[config.mk]
export PLATFORM = sky130hd
export DESIGN_NAME = node_packetizer
export DESIGN_NICKNAME = d
export VERILOG_FILES = /design/src/rtl/node_net_pkg.sv /design/src/rtl/node_tx_fifo.sv /design/src/rtl/node_packetizer.sv
export SDC_FILE = /design/constraint.sdc
export NUM_CORES = 1
export LEC_CHECK = 0
export BUFFER_PORTS_ARGS = -buffer_cell sky130_fd_sc_hd__buf_4
export CAP_MARGIN = 20
export CORE_MARGIN = 10
export CORE_UTILIZATION = 59
export CTS_CLUSTER_DIAMETER = 50
export DETAILED_ROUTE_END_ITERATION = 8
export GPL_ROUTABILITY_DRIVEN = 1
export PLACE_DENSITY_LB_ADDON = 0.2
export REMOVE_ABC_BUFFERS = 1
export SYNTH_ARGS = -nofsm -noshare
export SYNTH_HDL_FRONTEND = slang
export SYNTH_HIERARCHICAL = 1
export SYNTH_SLANG_ARGS = --single-unit
[constraint.sdc]
create_clock -name clk -period 6.1 [get_ports clk]
set_clock_uncertainty 0.05 [all_clocks]
set_input_delay 0.61 -clock clk [delete_from_list [all_inputs] [get_ports clk]]
set_output_delay 0.61 -clock clk [all_outputs]
set_load 0.1 [all_outputs]
[src/rtl/node_net_pkg.sv]
// Shared mesh-network definitions: default widths, transmit FSM states and header helpers.
package node_net_pkg;

  localparam int unsigned DEF_STREAM_WIDTH  = 144;
  localparam int unsigned DEF_NET_WIDTH     = 4;
  localparam int unsigned DEF_PAYLOAD_WIDTH = DEF_STREAM_WIDTH - DEF_NET_WIDTH;
  localparam int unsigned HALF_NET_WIDTH    = DEF_NET_WIDTH / 2;

  typedef enum logic {
    TX_IDLE = 1'b0,
    TX_EMIT = 1'b1
  } tx_state_e;

  // Destination address occupies the top bits of every stream word.
  function automatic logic [DEF_STREAM_WIDTH-1:0] pack_header(
    input logic [DEF_NET_WIDTH-1:0]     addr,
    input logic [DEF_PAYLOAD_WIDTH-1:0] payload
  );
    return {addr, payload};
  endfunction

  function automatic logic [HALF_NET_WIDTH-1:0] addr_x(input logic [DEF_NET_WIDTH-1:0] addr);
    return addr[HALF_NET_WIDTH-1:0];
  endfunction

  function automatic logic [HALF_NET_WIDTH-1:0] addr_y(input logic [DEF_NET_WIDTH-1:0] addr);
    return addr[DEF_NET_WIDTH-1:HALF_NET_WIDTH];
  endfunction

endpackage

[src/rtl/node_tx_fifo.sv]
// Payload FIFO for the packetizer: push is refused when full, even with a concurrent pop.
module node_tx_fifo #(
  parameter int unsigned WIDTH = 140,
  parameter int unsigned DEPTH = 4
) (
  input  logic             clk,
  input  logic             rst,
  input  logic             push,
  input  logic             pop,
  input  logic [WIDTH-1:0] wdata,
  output logic [WIDTH-1:0] rdata,
  output logic             full,
  output logic             empty
);

  localparam int unsigned PTR_W = $clog2(DEPTH);
  localparam int unsigned CNT_W = PTR_W + 1;

  logic [WIDTH-1:0] mem [DEPTH];
  logic [PTR_W-1:0] wr_ptr;
  logic [PTR_W-1:0] rd_ptr;
  logic [CNT_W-1:0] count;
  logic             do_push;
  logic             do_pop;

  assign full    = (count == CNT_W'(DEPTH));
  assign empty   = (count == '0);
  assign do_push = push & ~full;
  assign do_pop  = pop & ~empty;
  assign rdata   = mem[rd_ptr];

  always_ff @(posedge clk) begin
    if (rst) begin
      wr_ptr <= '0;
      rd_ptr <= '0;
      count  <= '0;
    end else begin
      if (do_push) wr_ptr <= wr_ptr + PTR_W'(1);
      if (do_pop)  rd_ptr <= rd_ptr + PTR_W'(1);
      case ({do_push, do_pop})
        2'b10:   count <= count + CNT_W'(1);
        2'b01:   count <= count - CNT_W'(1);
        default: count <= count;
      endcase
    end
  end

  // Storage carries no reset; validity is tracked by the pointers.
  always_ff @(posedge clk) begin
    if (do_push) mem[wr_ptr] <= wdata;
  end

endmodule

[src/rtl/node_packetizer.sv]
// Transmit-side node interface: prepends destination headers and fans each payload out
// to the configured destination table. NODE_PACKETIZER_STATS_EN adds a sent_count output.
module node_packetizer #(
  parameter int unsigned STREAM_WIDTH = node_net_pkg::DEF_STREAM_WIDTH,
  parameter int unsigned NET_WIDTH    = node_net_pkg::DEF_NET_WIDTH,
  parameter int unsigned MAX_FANOUT   = 4,
  parameter int unsigned FIFO_DEPTH   = 4,
  localparam int unsigned PAYLOAD_WIDTH = STREAM_WIDTH - NET_WIDTH,
  localparam int unsigned IDX_W         = $clog2(MAX_FANOUT)
) (
  input  logic                     clk,
  input  logic                     rst,
  input  logic                     cfg_we,
  input  logic [IDX_W-1:0]         cfg_idx,
  input  logic [NET_WIDTH-1:0]     cfg_addr,
  input  logic                     cfg_cnt_we,
  input  logic [IDX_W:0]           cfg_cnt,
  output logic                     cfg_reject,
  input  logic                     in_valid,
  output logic                     in_ready,
  input  logic [PAYLOAD_WIDTH-1:0] in_payload,
  output logic                     out_valid,
  input  logic                     out_ready,
  output logic [STREAM_WIDTH-1:0]  out_stream,
  output logic                     busy,
`ifdef NODE_PACKETIZER_STATS_EN
  output logic [15:0]              sent_count,
`endif
  output logic                     drop_pulse
);

  import node_net_pkg::*;

  localparam int unsigned CNT_W = IDX_W + 1;

  tx_state_e                state, state_d;
  logic [NET_WIDTH-1:0]     dest_table [MAX_FANOUT];
  logic [CNT_W-1:0]         fan_cnt;
  logic [CNT_W-1:0]         cfg_cnt_sat;
  logic [CNT_W-1:0]         active_cnt, active_cnt_d;
  logic [IDX_W-1:0]         idx, idx_d, idx_inc;
  logic [PAYLOAD_WIDTH-1:0] payload_reg, payload_d;
  logic [PAYLOAD_WIDTH-1:0] fifo_rdata;
  logic [STREAM_WIDTH-1:0]  out_stream_d;
  logic                     out_valid_d;
  logic                     drop_d;
  logic                     pop;
  logic                     fifo_full, fifo_empty;
  logic                     fire, last;

  node_tx_fifo #(
    .WIDTH (PAYLOAD_WIDTH),
    .DEPTH (FIFO_DEPTH)
  ) u_fifo (
    .clk   (clk),
    .rst   (rst),
    .push  (in_valid),
    .pop   (pop),
    .wdata (in_payload),
    .rdata (fifo_rdata),
    .full  (fifo_full),
    .empty (fifo_empty)
  );

  assign in_ready    = ~fifo_full;
  assign busy        = (state != TX_IDLE) | ~fifo_empty;
  assign fire        = out_valid & out_ready;
  assign last        = (CNT_W'(idx) == active_cnt - CNT_W'(1));
  assign idx_inc     = idx + IDX_W'(1);
  assign cfg_cnt_sat = (cfg_cnt > CNT_W'(MAX_FANOUT)) ? CNT_W'(MAX_FANOUT) : cfg_cnt;

  // Configuration is frozen while any payload is queued or in flight.
  always_ff @(posedge clk) begin
    if (rst) begin
      for (int i = 0; i < int'(MAX_FANOUT); i++) dest_table[i] <= '0;
      fan_cnt    <= '0;
      cfg_reject <= 1'b0;
    end else begin
      cfg_reject <= (cfg_we | cfg_cnt_we) & busy;
      if (!busy) begin
        if (cfg_we)     dest_table[cfg_idx] <= cfg_addr;
        if (cfg_cnt_we) fan_cnt <= cfg_cnt_sat;
      end
    end
  end

  always_ff @(posedge clk) begin
    if (rst) state <= TX_IDLE;
    else     state <= state_d;
  end

  always_comb begin
    state_d = state;
    case (state)
      TX_IDLE: if (!fifo_empty && fan_cnt != '0) state_d = TX_EMIT;
      TX_EMIT: if (fire && last && fifo_empty)   state_d = TX_IDLE;
      default: state_d = TX_IDLE;
    endcase
  end

  // Next values of the registered datapath and outputs; a new payload loads without a bubble.
  always_comb begin
    pop          = 1'b0;
    drop_d       = 1'b0;
    idx_d        = idx;
    active_cnt_d = active_cnt;
    payload_d    = payload_reg;
    out_valid_d  = out_valid;
    out_stream_d = out_stream;
    case (state)
      TX_IDLE: begin
        if (!fifo_empty) begin
          pop = 1'b1;
          if (fan_cnt != '0) begin
            idx_d        = '0;
            active_cnt_d = fan_cnt;
            payload_d    = fifo_rdata;
            out_valid_d  = 1'b1;
            out_stream_d = pack_header(dest_table[0], fifo_rdata);
          end else begin
            drop_d = 1'b1;
          end
        end
      end
      TX_EMIT: begin
        if (fire) begin
          if (!last) begin
            idx_d        = idx_inc;
            out_stream_d = pack_header(dest_table[idx_inc], payload_reg);
          end else if (!fifo_empty) begin
            pop          = 1'b1;
            idx_d        = '0;
            active_cnt_d = fan_cnt;
            payload_d    = fifo_rdata;
            out_stream_d = pack_header(dest_table[0], fifo_rdata);
          end else begin
            out_valid_d = 1'b0;
          end
        end
      end
      default: out_valid_d = 1'b0;
    endcase
  end

  always_ff @(posedge clk) begin
    if (rst) begin
      idx         <= '0;
      active_cnt  <= '0;
      payload_reg <= '0;
      out_valid   <= 1'b0;
      out_stream  <= '0;
      drop_pulse  <= 1'b0;
    end else begin
      idx         <= idx_d;
      active_cnt  <= active_cnt_d;
      payload_reg <= payload_d;
      out_valid   <= out_valid_d;
      out_stream  <= out_stream_d;
      drop_pulse  <= drop_d;
    end
  end

`ifdef NODE_PACKETIZER_STATS_EN
  always_ff @(posedge clk) begin
    if (rst)       sent_count <= '0;
    else if (fire) sent_count <= sent_count + 16'd1;
  end
`endif

endmodule

==> metrics.txt, run 1 <==
CTS resizes 0; ANT nets after route 0; Sink Count 881; origin of the critical flop-to-flop path u_fifo/count[0]; Largest register FFs 560; total track usage 0.244; Hold Fails Final Rpt 0; dpl hpwl 44.5 mm; Tightest Hold Check Type input pin to flip-flop; routed vias/inst 6.33; first-pass GRT wire length 129 mm; H-tree levels 3; Max VDD drop 0.000890 V; core outline area 57800 um2; Die Ht 262 um; status finished clean; cts hold-fix bufs 0; number of CTS-inserted buffers 91; Fmax achieved 286 MHz; dpl cells 3246; Arr. time, crit path 3.96 ns; Synth Instances 2368; nets 2736; Ys Warns 6; root buf cell clkbuf_16; Post-synth EDFFs 576; worst slew pin tran 1.14 ns; Max stage delay on crit path 0.99 ns; Initial Utilization 0.597; Setup violations, final 0; most frequent CP cell buf_4; post-synthesis sequential area ratio 0.678; IO Count 304; Setup crit start u_fifo/count[0]; Leakage 0.0135 uW; Netlist cell types 51; top cell type's share of synthesized area 0.501; CTS tree yes; count leader, synth edfxtp_1; Worst path top cell family by delay buffers and inverters; register bit total from synthesis 881; ranking of synthesized cells by area edfxtp_1 50%, dfxtp_1 18%, mux4_2 9.1%; Non-Filler Instances 3429; post-layout minimum cycle time 3.49 ns; Worst Setup End Kind flip-flop; gpl congestion 0.759; DR pass1 iterations 5; standard-cell row count 88; vias in the first global route 22400; crit-path max FO 74; CP cell instances nor3_1 > buf_4 > nor3_2 > buf_4 > buf_4 > nor3_1 > a311oi_1; Max-Slew Margin vs Limit 0.239; Post-CTS Setup Inserts 0; vias 21700; Setup CP Type flip-flop to flip-flop; slowest CP cell buf_4; layout cell share with drive strength beyond 1 0.259; die area 68600 um2; Final Power 19800 uW; Hold Crit Start in_payload[54]; antenna violations before repair 13; Synth Flop Type edfxtp_1; WL/cell 24.6 um; max cap viols 0; Die X 262 um; WP buf/inv 3; initial drt markers 2076; RSZ-0062 raised after global routing no; Final period util 0.572; synthesized area 34500 um2; syn avg cell area 14.6 um2; CTS clk-pin slew, worst paths 0.06 ns; fin. max-slew vios 0; cell taking the most area after synthesis edfxtp_1; PwrDens 493 nW/um2; Critical Path RT 6.57 ns; largest net degree at the start of global routing 286; buffer depth of the longest clock path 3; Post-synth top cells 576 x edfxtp_1, 305 x dfxtp_1, 288 x nand2_1, 151 x nor3_1, 149 x a21oi_1; Port Buffers 303; Synth async-reset ratio 0; DRC violations left 0; worst skew pair latency 0.64 ns; Critical Path Source Type flip-flop; wirelength, routed 84.2 mm; Layout Area Growth over Synthesis 16.5%; total grt overflow 0
[cells by family after synthesis]
group / Yosys count / share of synthesized area
AOI/OAI and AO/OA: 459 / 0.0939
xor gates and xnor gates: 9 / 0.00250
adders and majority gates: 7 / 0.00276
buffers and inverters: 227 / 0.0306
DFF: 881 / 0.678
muxes: 145 / 0.0928
and+or+nand+nor: 640 / 0.0992
[cells in the final DEF, fill, tap and decap left out, types with 5 or more instances in the layout]
| cell | count |
|---|---|
| clkbuf_16 | 94 |
| clkinv_2 | 18 |
| a21oi_1 | 149 |
| nand2_1 | 288 |
| or3b_2 | 7 |
| buf_12 | 11 |
| clkbuf_1 | 19 |
| edfxtp_1 | 576 |
| diode_2 | 11 |
| inv_1 | 15 |
| mux2i_1 | 5 |
| buf_4 | 312 |
| o21ai_0 | 145 |
| or3b_1 | 134 |
| clkbuf_8 | 17 |
| and2_1 | 16 |
| xor2_1 | 5 |
| clkinv_1 | 5 |
| a311oi_1 | 92 |
| mux4_2 | 140 |
| a311oi_2 | 50 |
| ha_1 | 6 |
| inv_6 | 8 |
| nor3_1 | 150 |
| nor2_1 | 14 |
| dfxtp_1 | 303 |
[cell type report]
cell class / count / area, um2
fillers: 3839 / 17600
inverters: 15 / 56.3
clock inverters: 42 / 370
multi-input cells: 1260 / 10100
diodes: 11 / 27.5
flip-flops and latches: 881 / 23400
repair buffers: 325 / 2610
clock buffers: 130 / 2660
well taps: 765 / 957
[layer usage]
layer,wire length (um),vias up,track usage
li1,-,9584,-
met1,32900,11100,0.310
met2,42500,879,0.411
met3,6600,134,0.0471
met4,2170,6,0.0913
met5,39,-,0
[through the flow]
step	hold slack, ns	utilization	TNS, ns	setup slack, ns	area [um2]
after floorplan	0.396	-	-1024.36	-5.68	33500
after global placement	0.409	0.642	0	2.75	37100
after detailed placement	0.416	0.642	0	2.68	37100
after CTS	0.0835	0.695	0	2.66	40200
after global routing	0.0975	0.695	0	2.55	40200
final	0.112	0.695	0	2.61	40200
[final timing paths]
| check | to | slack, ns | depth (start not counted) |
|---|---|---|---|
| max reg2reg | out_stream[86] | 2.61 | 7 |
| min reg2reg | payload_reg[97] | 0.43 | 2 |
| max | out_stream[86] | 2.61 | 7 |
| min | u_fifo/mem[1][54] | 0.11 | 1 |
[where the power goes]
group	leakage, uW	switching, uW	internal [uW]	total, uW
sequential	0.00778	491	7270	7770
combinational	0.00418	4880	1670	6550
clock	0.00149	2270	3220	5490
Power figures use the tool's default switching activity.
==> run 2: changes to the inputs <==
==> constraint.sdc (replaced) <==
create_clock -name clk -period 3.35 [get_ports clk]
set_clock_uncertainty 0.05 [all_clocks]
set_input_delay 0.335 -clock clk [delete_from_list [all_inputs] [get_ports clk]]
set_output_delay 0.335 -clock clk [all_outputs]
set_load 0.1 [all_outputs]
==> metrics.txt, run 2 (same netlist as run 1, synthesis figures left out) <==
vias in the first global route 22900; R2R cell count 13; total track usage 0.247; status finished clean; worst skew pair latency 0.64 ns; Sink Count 881; initial drt markers 1875; fin. max-slew vios 0; CTS clk-pin slew, worst paths 0.06 ns; Internal Power 22700 uW; Setup violations, final 0; clock network fraction of total power 0.283; CTS resizes 0; origin of the critical flop-to-flop path active_cnt[0]; largest net degree at the start of global routing 286; Fmax achieved 326 MHz; Worst R2R End u_fifo/count[2]; Die Ht 262 um; hold worst-path end u_fifo/wr_ptr[0]; core outline area 57800 um2; root buf cell clkbuf_16; wirelength, routed 85.4 mm; Hold Crit Start in_valid; Post-CTS Setup Inserts 0; commonest non-fill, non-tap cells in the layout 576 x edfxtp_1, 318 x buf_4, 303 x dfxtp_1; standard-cell row count 88; Port Buffers 303; fillers 3632; Non-Filler Instances 3598; Net Sw Power 14100 uW; Worst Setup End Kind flip-flop; max cap viols 0; flop-to-flop setup slack 0.29 ns; nets 2909; Hold Fails Final Rpt 0; Die X 262 um; PwrDens 873 nW/um2; hold path cells 4; routed vias/inst 6.17; Critical Path RT 3.87 ns; setup TNS 0 ns; IO Count 304; Final period util 0.915; final core utilization 0.729; H-tree levels 3; Max VDD drop 0.000908 V; ANT nets after route 0; Critical Path Source Type flip-flop; DRC violations left 0; Leakage 0.0143 uW; sequential share of power 0.383; Max-Slew Margin vs Limit 0.211; Arr. time, crit path 3.58 ns; buffer depth of the longest clock path 3; CTS tree yes; Setup CP Type flip-flop to flip-flop; DR pass1 iterations 6; number of CTS-inserted buffers 92; dpl cells 3266; first-pass GRT wire length 131 mm; antenna violations before repair 6; Largest register FFs 560; Initial Utilization 0.597; dpl hpwl 45.5 mm; vias 22200; crit-path max FO 3; die area 68600 um2; switching part of the total 0.384; WL/cell 23.7 um; worst slew pin tran 1.18 ns; commonest non-fill, non-tap cell in the layout edfxtp_1; Hold Slack 0.0631 ns; Gate power share 0.334; Layout Area Growth over Synthesis 22.1%; cts hold-fix bufs 152; Tightest Hold Check Type input pin to flip-flop; post-layout minimum cycle time 3.06 ns; RSZ-0062 raised after global routing no; gpl congestion 0.813; layout cell share with drive strength beyond 1 0.249; total grt overflow 0
## run 2: cell count changes in the layout (fill, tap and decap cells not counted), sizes merged
cell	previous run	this run
dlygate4sd3	0	152
buf	325	345
bufinv	4	10
diode	11	6
clkbuf	130	126
clkinv	26	22
clkinvlp	4	8
## run 2: worst max path at each step
stage                               start              end  slack, ns  cells after the start
after detailed placement    active_cnt[0]  u_fifo/count[2]       0.36                     13
after floorplan           u_fifo/count[0]    out_stream[0]      -8.43                      4
after global placement      active_cnt[0]  u_fifo/count[2]       0.49                     13
after global routing        active_cnt[0]  u_fifo/count[2]       0.08                     13
after CTS                   active_cnt[0]  u_fifo/count[2]       0.30                     13
final                       active_cnt[0]  u_fifo/count[2]       0.29                     13
## run 2: routing by layer
metal	share of wire	track usage	wire, um	vias up
met3	0.078	0.0493	6660	137
met5	0.00015	0	13	-
li1	-	-	-	9920
met1	0.39	0.313	33100	11300
met4	0.024	0.0808	2040	2
met2	0.51	0.423	43600	857
## run 2: cell type report
type                    instances  area, um2  share of cell area
inverters                      15       56.3             0.00134
multi-input cells            1260      10100               0.240
clock inverters                48        608              0.0144
repair buffers                497       4440               0.105
diodes                          6       15.0            0.000356
well taps                     765        957              0.0227
clock buffers                 126       2540              0.0603
flip-flops and latches        881      23400               0.556
## run 2: power groups by stage
stage / Sequential (uW) / Clock [uW] / Combinational (uW)
2_1_floorplan: 18100 / 0 / 4880
3_3_place_gp: 14200 / 0 / 11800
3_5_place_dp: 14300 / 0 / 12100
4_1_cts: 14100 / 10600 / 12300
5_1_grt: 14200 / 11000 / 13000
6_report: 14100 / 10400 / 12300
## run 2: stage by stage
step	instance area, um2	total power [uW]	setup slack (ns)
after detailed placement	37500	26400	0.355
final	42100	36800	0.286
after CTS	42100	36900	0.301
after floorplan	33500	23000	-8.43
after global routing	42100	38200	0.0850
after global placement	37500	26000	0.492
## run 2: worst max-delay path: stages (launching register included)
cell,delay [ns]
dfxtp_1,0.39
inv_1,0.10
ha_1,0.25
xnor2_1,0.45
a41oi_4,0.21
inv_1,0.11
o31ai_1,0.10
inv_1,0.09
ha_1,0.18
inv_1,0.07
fa_1,0.37
xor2_1,0.17
or3_1,0.30
a21oi_1,0.14
